--- config.mk ---
export PLATFORM = sky130hd
export DESIGN_NAME = adder_byte_sequencer
export DESIGN_NICKNAME = d
export VERILOG_FILES = /design/src/rtl/adder_byte_sequencer_pkg.sv /design/src/rtl/adder_byte_sequencer.sv
export SDC_FILE = /design/constraint.sdc
export NUM_CORES = 1
export LEC_CHECK = 0
export CORE_UTILIZATION = 35
export CTS_CLUSTER_SIZE = 12
export DETAILED_ROUTE_END_ITERATION = 10
export SLEW_MARGIN = 5
export SYNTH_ARGS = -nofsm -noshare
export SYNTH_HDL_FRONTEND = slang
export SYNTH_SLANG_ARGS = --single-unit
--- constraint.sdc ---
create_clock -name clk -period 2.2 [get_ports clk]
set_input_delay 0.22 -clock clk [delete_from_list [all_inputs] [get_ports clk]]
set_output_delay 0.22 -clock clk [all_outputs]
set_load 0.02 [all_outputs]
--- src/rtl/adder_byte_sequencer_pkg.sv ---
// Shared types and helpers for the byte-serial adder sequencer.
package adder_byte_sequencer_pkg;

    localparam int BYTE_W = 8;

    typedef enum logic [1:0] {
        IDLE  = 2'd0,
        ISSUE = 2'd1,
        WAIT  = 2'd2,
        DONE  = 2'd3
    } seq_state_e;

    function automatic int calc_nbytes(input int width);
        return width / BYTE_W;
    endfunction

endpackage

--- src/rtl/adder_byte_sequencer.sv ---
// Feeds an external 8-bit registered adder one byte per step, LSB first, chaining carries.
// Optional: ADDER_BYTE_SEQUENCER_OVERFLOW_EN adds the out_overflow port (signed overflow).
module adder_byte_sequencer
    import adder_byte_sequencer_pkg::*;
#(
    parameter int WIDTH       = 32,
    parameter int ADD_LATENCY = 2
) (
    input  logic             clk,
    input  logic             rst_n,
    input  logic             in_valid,
    output logic             in_ready,
    input  logic [WIDTH-1:0] in_a,
    input  logic [WIDTH-1:0] in_b,
    input  logic             in_carry,
    output logic [7:0]       add_x,
    output logic [7:0]       add_y,
    output logic             add_carry_in,
    input  logic [7:0]       add_sum,
    input  logic             add_carry_out,
    output logic             out_valid,
    input  logic             out_ready,
    output logic [WIDTH-1:0] out_sum,
    output logic             out_carry
`ifdef ADDER_BYTE_SEQUENCER_OVERFLOW_EN
    ,
    output logic             out_overflow
`endif
);

    localparam int NBYTES = calc_nbytes(WIDTH);
    localparam int IDX_W  = (NBYTES > 1) ? $clog2(NBYTES) : 1;
    localparam int CNT_W  = $clog2(ADD_LATENCY + 1);
    localparam int MSB    = WIDTH - 1;

    seq_state_e       state_q, state_d;
    logic [WIDTH-1:0] a_q, a_d;
    logic [WIDTH-1:0] b_q, b_d;
    logic             carry_q, carry_d;
    logic [IDX_W-1:0] byte_idx_q, byte_idx_d;
    logic [CNT_W-1:0] wait_cnt_q, wait_cnt_d;
    logic [WIDTH-1:0] res_q, res_d;
    logic             in_ready_q, in_ready_d;
    logic             out_valid_q, out_valid_d;
    logic [WIDTH-1:0] out_sum_q, out_sum_d;
    logic             out_carry_q, out_carry_d;
    logic [7:0]       add_x_q, add_x_d;
    logic [7:0]       add_y_q, add_y_d;
    logic             add_cin_q, add_cin_d;
`ifdef ADDER_BYTE_SEQUENCER_OVERFLOW_EN
    logic             overflow_q, overflow_d;
`endif

    logic [IDX_W-1:0] next_idx;
    int unsigned      cur_lo;
    int unsigned      nxt_lo;

    always_comb begin
        state_d     = state_q;
        a_d         = a_q;
        b_d         = b_q;
        carry_d     = carry_q;
        byte_idx_d  = byte_idx_q;
        wait_cnt_d  = wait_cnt_q;
        res_d       = res_q;
        in_ready_d  = in_ready_q;
        out_valid_d = out_valid_q;
        out_sum_d   = out_sum_q;
        out_carry_d = out_carry_q;
        add_x_d     = add_x_q;
        add_y_d     = add_y_q;
        add_cin_d   = add_cin_q;
`ifdef ADDER_BYTE_SEQUENCER_OVERFLOW_EN
        overflow_d  = overflow_q;
`endif
        next_idx    = byte_idx_q + 1'b1;
        cur_lo      = 32'(byte_idx_q) * BYTE_W;
        nxt_lo      = 32'(next_idx) * BYTE_W;

        case (state_q)
            IDLE: begin
                if (in_valid) begin
                    a_d        = in_a;
                    b_d        = in_b;
                    carry_d    = in_carry;
                    byte_idx_d = '0;
                    // Byte 0 is presented on the accept edge so it is stable for the whole ISSUE cycle.
                    add_x_d    = in_a[7:0];
                    add_y_d    = in_b[7:0];
                    add_cin_d  = in_carry;
                    in_ready_d = 1'b0;
                    state_d    = ISSUE;
                end
            end
            ISSUE: begin
                wait_cnt_d = CNT_W'(ADD_LATENCY);
                state_d    = WAIT;
            end
            WAIT: begin
                wait_cnt_d = wait_cnt_q - 1'b1;
                if (wait_cnt_q == CNT_W'(1)) begin
                    res_d[cur_lo +: BYTE_W] = add_sum;
                    carry_d = add_carry_out;
                    if (byte_idx_q == IDX_W'(NBYTES - 1)) begin
                        out_sum_d   = res_d;
                        out_carry_d = add_carry_out;
                        out_valid_d = 1'b1;
`ifdef ADDER_BYTE_SEQUENCER_OVERFLOW_EN
                        overflow_d  = (a_q[MSB] == b_q[MSB]) && (add_sum[7] != a_q[MSB]);
`endif
                        state_d     = DONE;
                    end else begin
                        byte_idx_d = next_idx;
                        add_x_d    = a_q[nxt_lo +: BYTE_W];
                        add_y_d    = b_q[nxt_lo +: BYTE_W];
                        add_cin_d  = add_carry_out;
                        state_d    = ISSUE;
                    end
                end
            end
            DONE: begin
                if (out_ready) begin
                    out_valid_d = 1'b0;
                    in_ready_d  = 1'b1;
                    add_x_d     = '0;
                    add_y_d     = '0;
                    add_cin_d   = 1'b0;
                    state_d     = IDLE;
                end
            end
            default: state_d = IDLE;
        endcase
    end

    always_ff @(posedge clk or negedge rst_n) begin
        if (!rst_n) begin
            state_q     <= IDLE;
            a_q         <= '0;
            b_q         <= '0;
            carry_q     <= 1'b0;
            byte_idx_q  <= '0;
            wait_cnt_q  <= '0;
            res_q       <= '0;
            in_ready_q  <= 1'b1;
            out_valid_q <= 1'b0;
            out_sum_q   <= '0;
            out_carry_q <= 1'b0;
            add_x_q     <= '0;
            add_y_q     <= '0;
            add_cin_q   <= 1'b0;
`ifdef ADDER_BYTE_SEQUENCER_OVERFLOW_EN
            overflow_q  <= 1'b0;
`endif
        end else begin
            state_q     <= state_d;
            a_q         <= a_d;
            b_q         <= b_d;
            carry_q     <= carry_d;
            byte_idx_q  <= byte_idx_d;
            wait_cnt_q  <= wait_cnt_d;
            res_q       <= res_d;
            in_ready_q  <= in_ready_d;
            out_valid_q <= out_valid_d;
            out_sum_q   <= out_sum_d;
            out_carry_q <= out_carry_d;
            add_x_q     <= add_x_d;
            add_y_q     <= add_y_d;
            add_cin_q   <= add_cin_d;
`ifdef ADDER_BYTE_SEQUENCER_OVERFLOW_EN
            overflow_q  <= overflow_d;
`endif
        end
    end

    assign in_ready     = in_ready_q;
    assign out_valid    = out_valid_q;
    assign out_sum      = out_sum_q;
    assign out_carry    = out_carry_q;
    assign add_x        = add_x_q;
    assign add_y        = add_y_q;
    assign add_carry_in = add_cin_q;
`ifdef ADDER_BYTE_SEQUENCER_OVERFLOW_EN
    assign out_overflow = overflow_q;
`endif

endmodule

==> impl_metrics.csv <==
group,metric,value,unit
worst_setup_path,worstPathRequired,2.54,ns
power_and_ir_drop,cellPowerDensity,1320,nW/um2
final_layout,layout-drive-gt1-share,23.8,%
worst_setup_path,r2r_start,"state_q[0]",
final_layout,fin_util,47.4,%
synth,yosys_warnings,0,
worst_setup_path,startpoint_type,"flop",
synth,yosysSeqAreaShare,54.3,%
synth,synth_cell_types,41,
sta,finalCritPeriodShare,93.7,%
detailed_routing,wl_per_cell,18.7,um
place,port_buffers,129,
sta,fin_tns_setup,0,ns
sta,post-route-min-period,2.06,ns
synth,synth_area,6730,um2
synth,yosys_register_bits,146,
cts,ctsHtreeMaxLevel,4,
synth,avgSynthCellArea,12.3,um2
die,die_h,141,um
sta,rsz0062_at_grt,"no",
place,gp_congestion,0.817,
detailed_routing,vias,4927,
sta,clock.fmax,485,MHz
final_layout,area_growth,32.3,%
worst_setup_path,criticalPathCategory,"reg2reg",
worst_setup_path,crit_path_end,"add_x[5]",
detailed_routing,drc,0,
detailed_routing,top_layer,"met4",
run,maxCapViolCount,0,
sta,tightest_slew,0.673,ns
sta,hold_violations,0,
power_and_ir_drop,leakage,3.70,nW
grt,grt_pass1_wl,27700,um
die,die_w,141,um
final_layout,mostFrequentLayoutCells,"dfrtp_1, clkdlybuf4s50_1, mux2_2",
grt,grt_overflow_total,0,
power_and_ir_drop,peakVddDrop,0.676,mV
die,rows,50,
worst_setup_path,critical_path.startpoint,"state_q[0]",
worst_setup_path,cp_cell_sequence,"inv_1, ha_1, o21a_1, a32oi_1, a31oi_1",
die,die-area,19800,um2
detailed_routing,drtIter0Drc,336,
detailed_routing,routed_wl,17100,um
grt,grt_pass1_vias,5178,
final_layout,ff_latch_area,3660,um2
grt,antenna_found_initial,0,
final_layout,final_common_cell,"dfrtp_1",
grt,track_usage,17.9,%
sta,maxSlewHeadroom,55.1,%
final_layout,diodes,0,
worst_setup_path,cp_slowest_cell,"o21a_1",
min_path,min_path_type,"in2async",
detailed_routing,routed_via_density,5.38,
worst_setup_path,cp_data_arrival_time,2.40,ns
synth,syn-num-nets,636,
cts,cts_tree,"yes",
grt,grt_max_degree,64,
place,place_inst,883,
die,io_pins,130,
die,core-area,18800,um2
worst_setup_path,rr_worst_depth,5,
run_status,outcome,"complete, no violations",
sta,finalSetupViolations,0,
worst_setup_path,slowest_delay,0.60,ns
detailed_routing,ant_nets,0,
worst_setup_path,cp_max_fo,16,
sta,finalClockSkew,0.0166,ns
die,start_util,35.9,%
place,hpwl,11800,um
worst_setup_path,rrSetupSlack,0.14,ns
worst_setup_path,endpoint_kind,"flop",
final_layout,nets,758,
cts,cts.clk_slew.worst_paths,0.06,ns
worst_setup_path,reg2reg_to,"add_x[5]",
synth,synthCells,547,
sta,drv_slew,0,
cts,numCtsBuffers,17,
cts,root_buffer,"clkbuf_16",
cts,clock_path_buffers,2,
cts,cts_sinks,146,
detailed_routing,wl_met1,7680,um
final_layout,final_cells,916,
detailed_routing,routed-wl-met3,1210,um
cts,insertion_delay,0.42,ns
detailed_routing,wl_met2,8060,um
final_layout,fillCellCount,1677,
final_layout,multi_input_area,2770,um2
detailed_routing,dr.pass1.iters,5,
[worst max-delay path: cells and delay by family, from the launching register on]
| family | cells | cell delay [ns] |
|---|---|---|
| flops | 1 | 0.41 |
| buf+inv | 1 | 0.14 |
| fa+ha+maj | 1 | 0.36 |
| compound gates | 3 | 1.05 |
[cell families after synthesis]
logic type,Yosys count,synth area share [%]
fa+ha+maj,11,2.04
flops,146,54.3
simple gates,97,7.27
buf+inv,63,4.61
compound gates,131,15.3
mux,99,16.5
[sequential cells by signal, summed over array words and instances, names as in the netlist]
register	cells
a_q	32
b_q	32
out_sum	32
res_q	24
add_x	8
add_y	8
byte_idx_q	2
state_q	2
wait_cnt_q	2
add_carry_in	1
in_ready	1
out_carry	1
out_valid	1
[routing by layer]
metal / track usage [%] / up-vias
met5: 0 / -
met2: 29.1 / 175
met1: 23.2 / 2442
met4: 4.69 / 0
li1: - / 2297
met3: 5.37 / 13
[cells in the mapped netlist (all sizes together)]
cell	instances	share of area, %
nand2b	9	0.84
and3b	1	0.13
and4b	1	0.15
a31o	1	0.13
dfrtp	145	54
nand4	6	0.56
nor3b	2	0.46
and4bb	1	0.19
a31oi	23	2.1
and3	2	0.19
nand4b	1	0.13
nor3	1	0.074
inv	12	0.67
nor2b	4	0.37
ha	11	2.0
a41oi	18	2.3
dfstp	1	0.39
nand3	5	0.37
and4	1	0.13
nand2	25	1.4
a21oi	16	1.4
o21ai	3	0.22
a22o	32	4.2
o211a	1	0.15
a211oi	1	0.11
o211ai	1	0.11
nor2	37	2.1
clkbuf	15	0.84
a32oi	24	3.1
mux2	96	16
buf	36	3.1
mux2i	3	0.45
nor4	1	0.19
o21a	1	0.11
a221oi	10	1.3
[repair_timing]
item / 4_1_cts / 5_1_grt
hold buffers: 1 / 0
endpoints found under the setup margin: 0 / 3
setup buffers: 0 / 0
resized for setup: 0 / 1
hold endpoints to repair: 41 / 0
[report_power, final]
part	internal [W]	total (W)	leakage [nW]	switching, W
sequential	0.00369	0.00424	1.82	0.000545
combinational	0.00228	0.00450	1.59	0.00222
clock	0.00188	0.00303	0.292	0.00115
total	0.00785	0.0118	3.70	0.00392
[worst min-delay path by stage]
stage                     startpoint       endpoint  slack [ns]  cells past startpoint
after global placement         rst_n    out_sum[12]        0.16                      1
after CTS                      rst_n      res_q[12]        0.30                      2
final                          rst_n  wait_cnt_q[0]        0.29                      2
after floorplan                rst_n         a_q[0]       -0.08                      0
after global routing           rst_n    out_sum[29]        0.33                      2
after detailed placement       rst_n    out_sum[28]        0.17                      1
[stage by stage]
step / total power (W) / setup WS, ns / hold WS [ns] / instance area (um2)
3_5_place_dp: 0.00878 / 0.176 / 0.175 / 8270
4_1_cts: 0.0119 / 0.175 / 0.299 / 8900
5_1_grt: 0.0125 / 0.0104 / 0.326 / 8900
3_3_place_gp: 0.00863 / 0.311 / 0.164 / 8270
6_report: 0.0118 / 0.139 / 0.292 / 8900
2_1_floorplan: 0.00722 / 0.335 / -0.0756 / 6730
[cell type report]
cell class | instances | share of cell area, %
flip-flops and latches | 146 | 41.1
multi-input cells | 338 | 31.1
repair buffers | 154 | 17.1
clock inverters | 11 | 1.70
well taps | 234 | 3.29
clock buffers | 21 | 5.28
inverters | 12 | 0.506
Power figures use the tool's default switching activity.
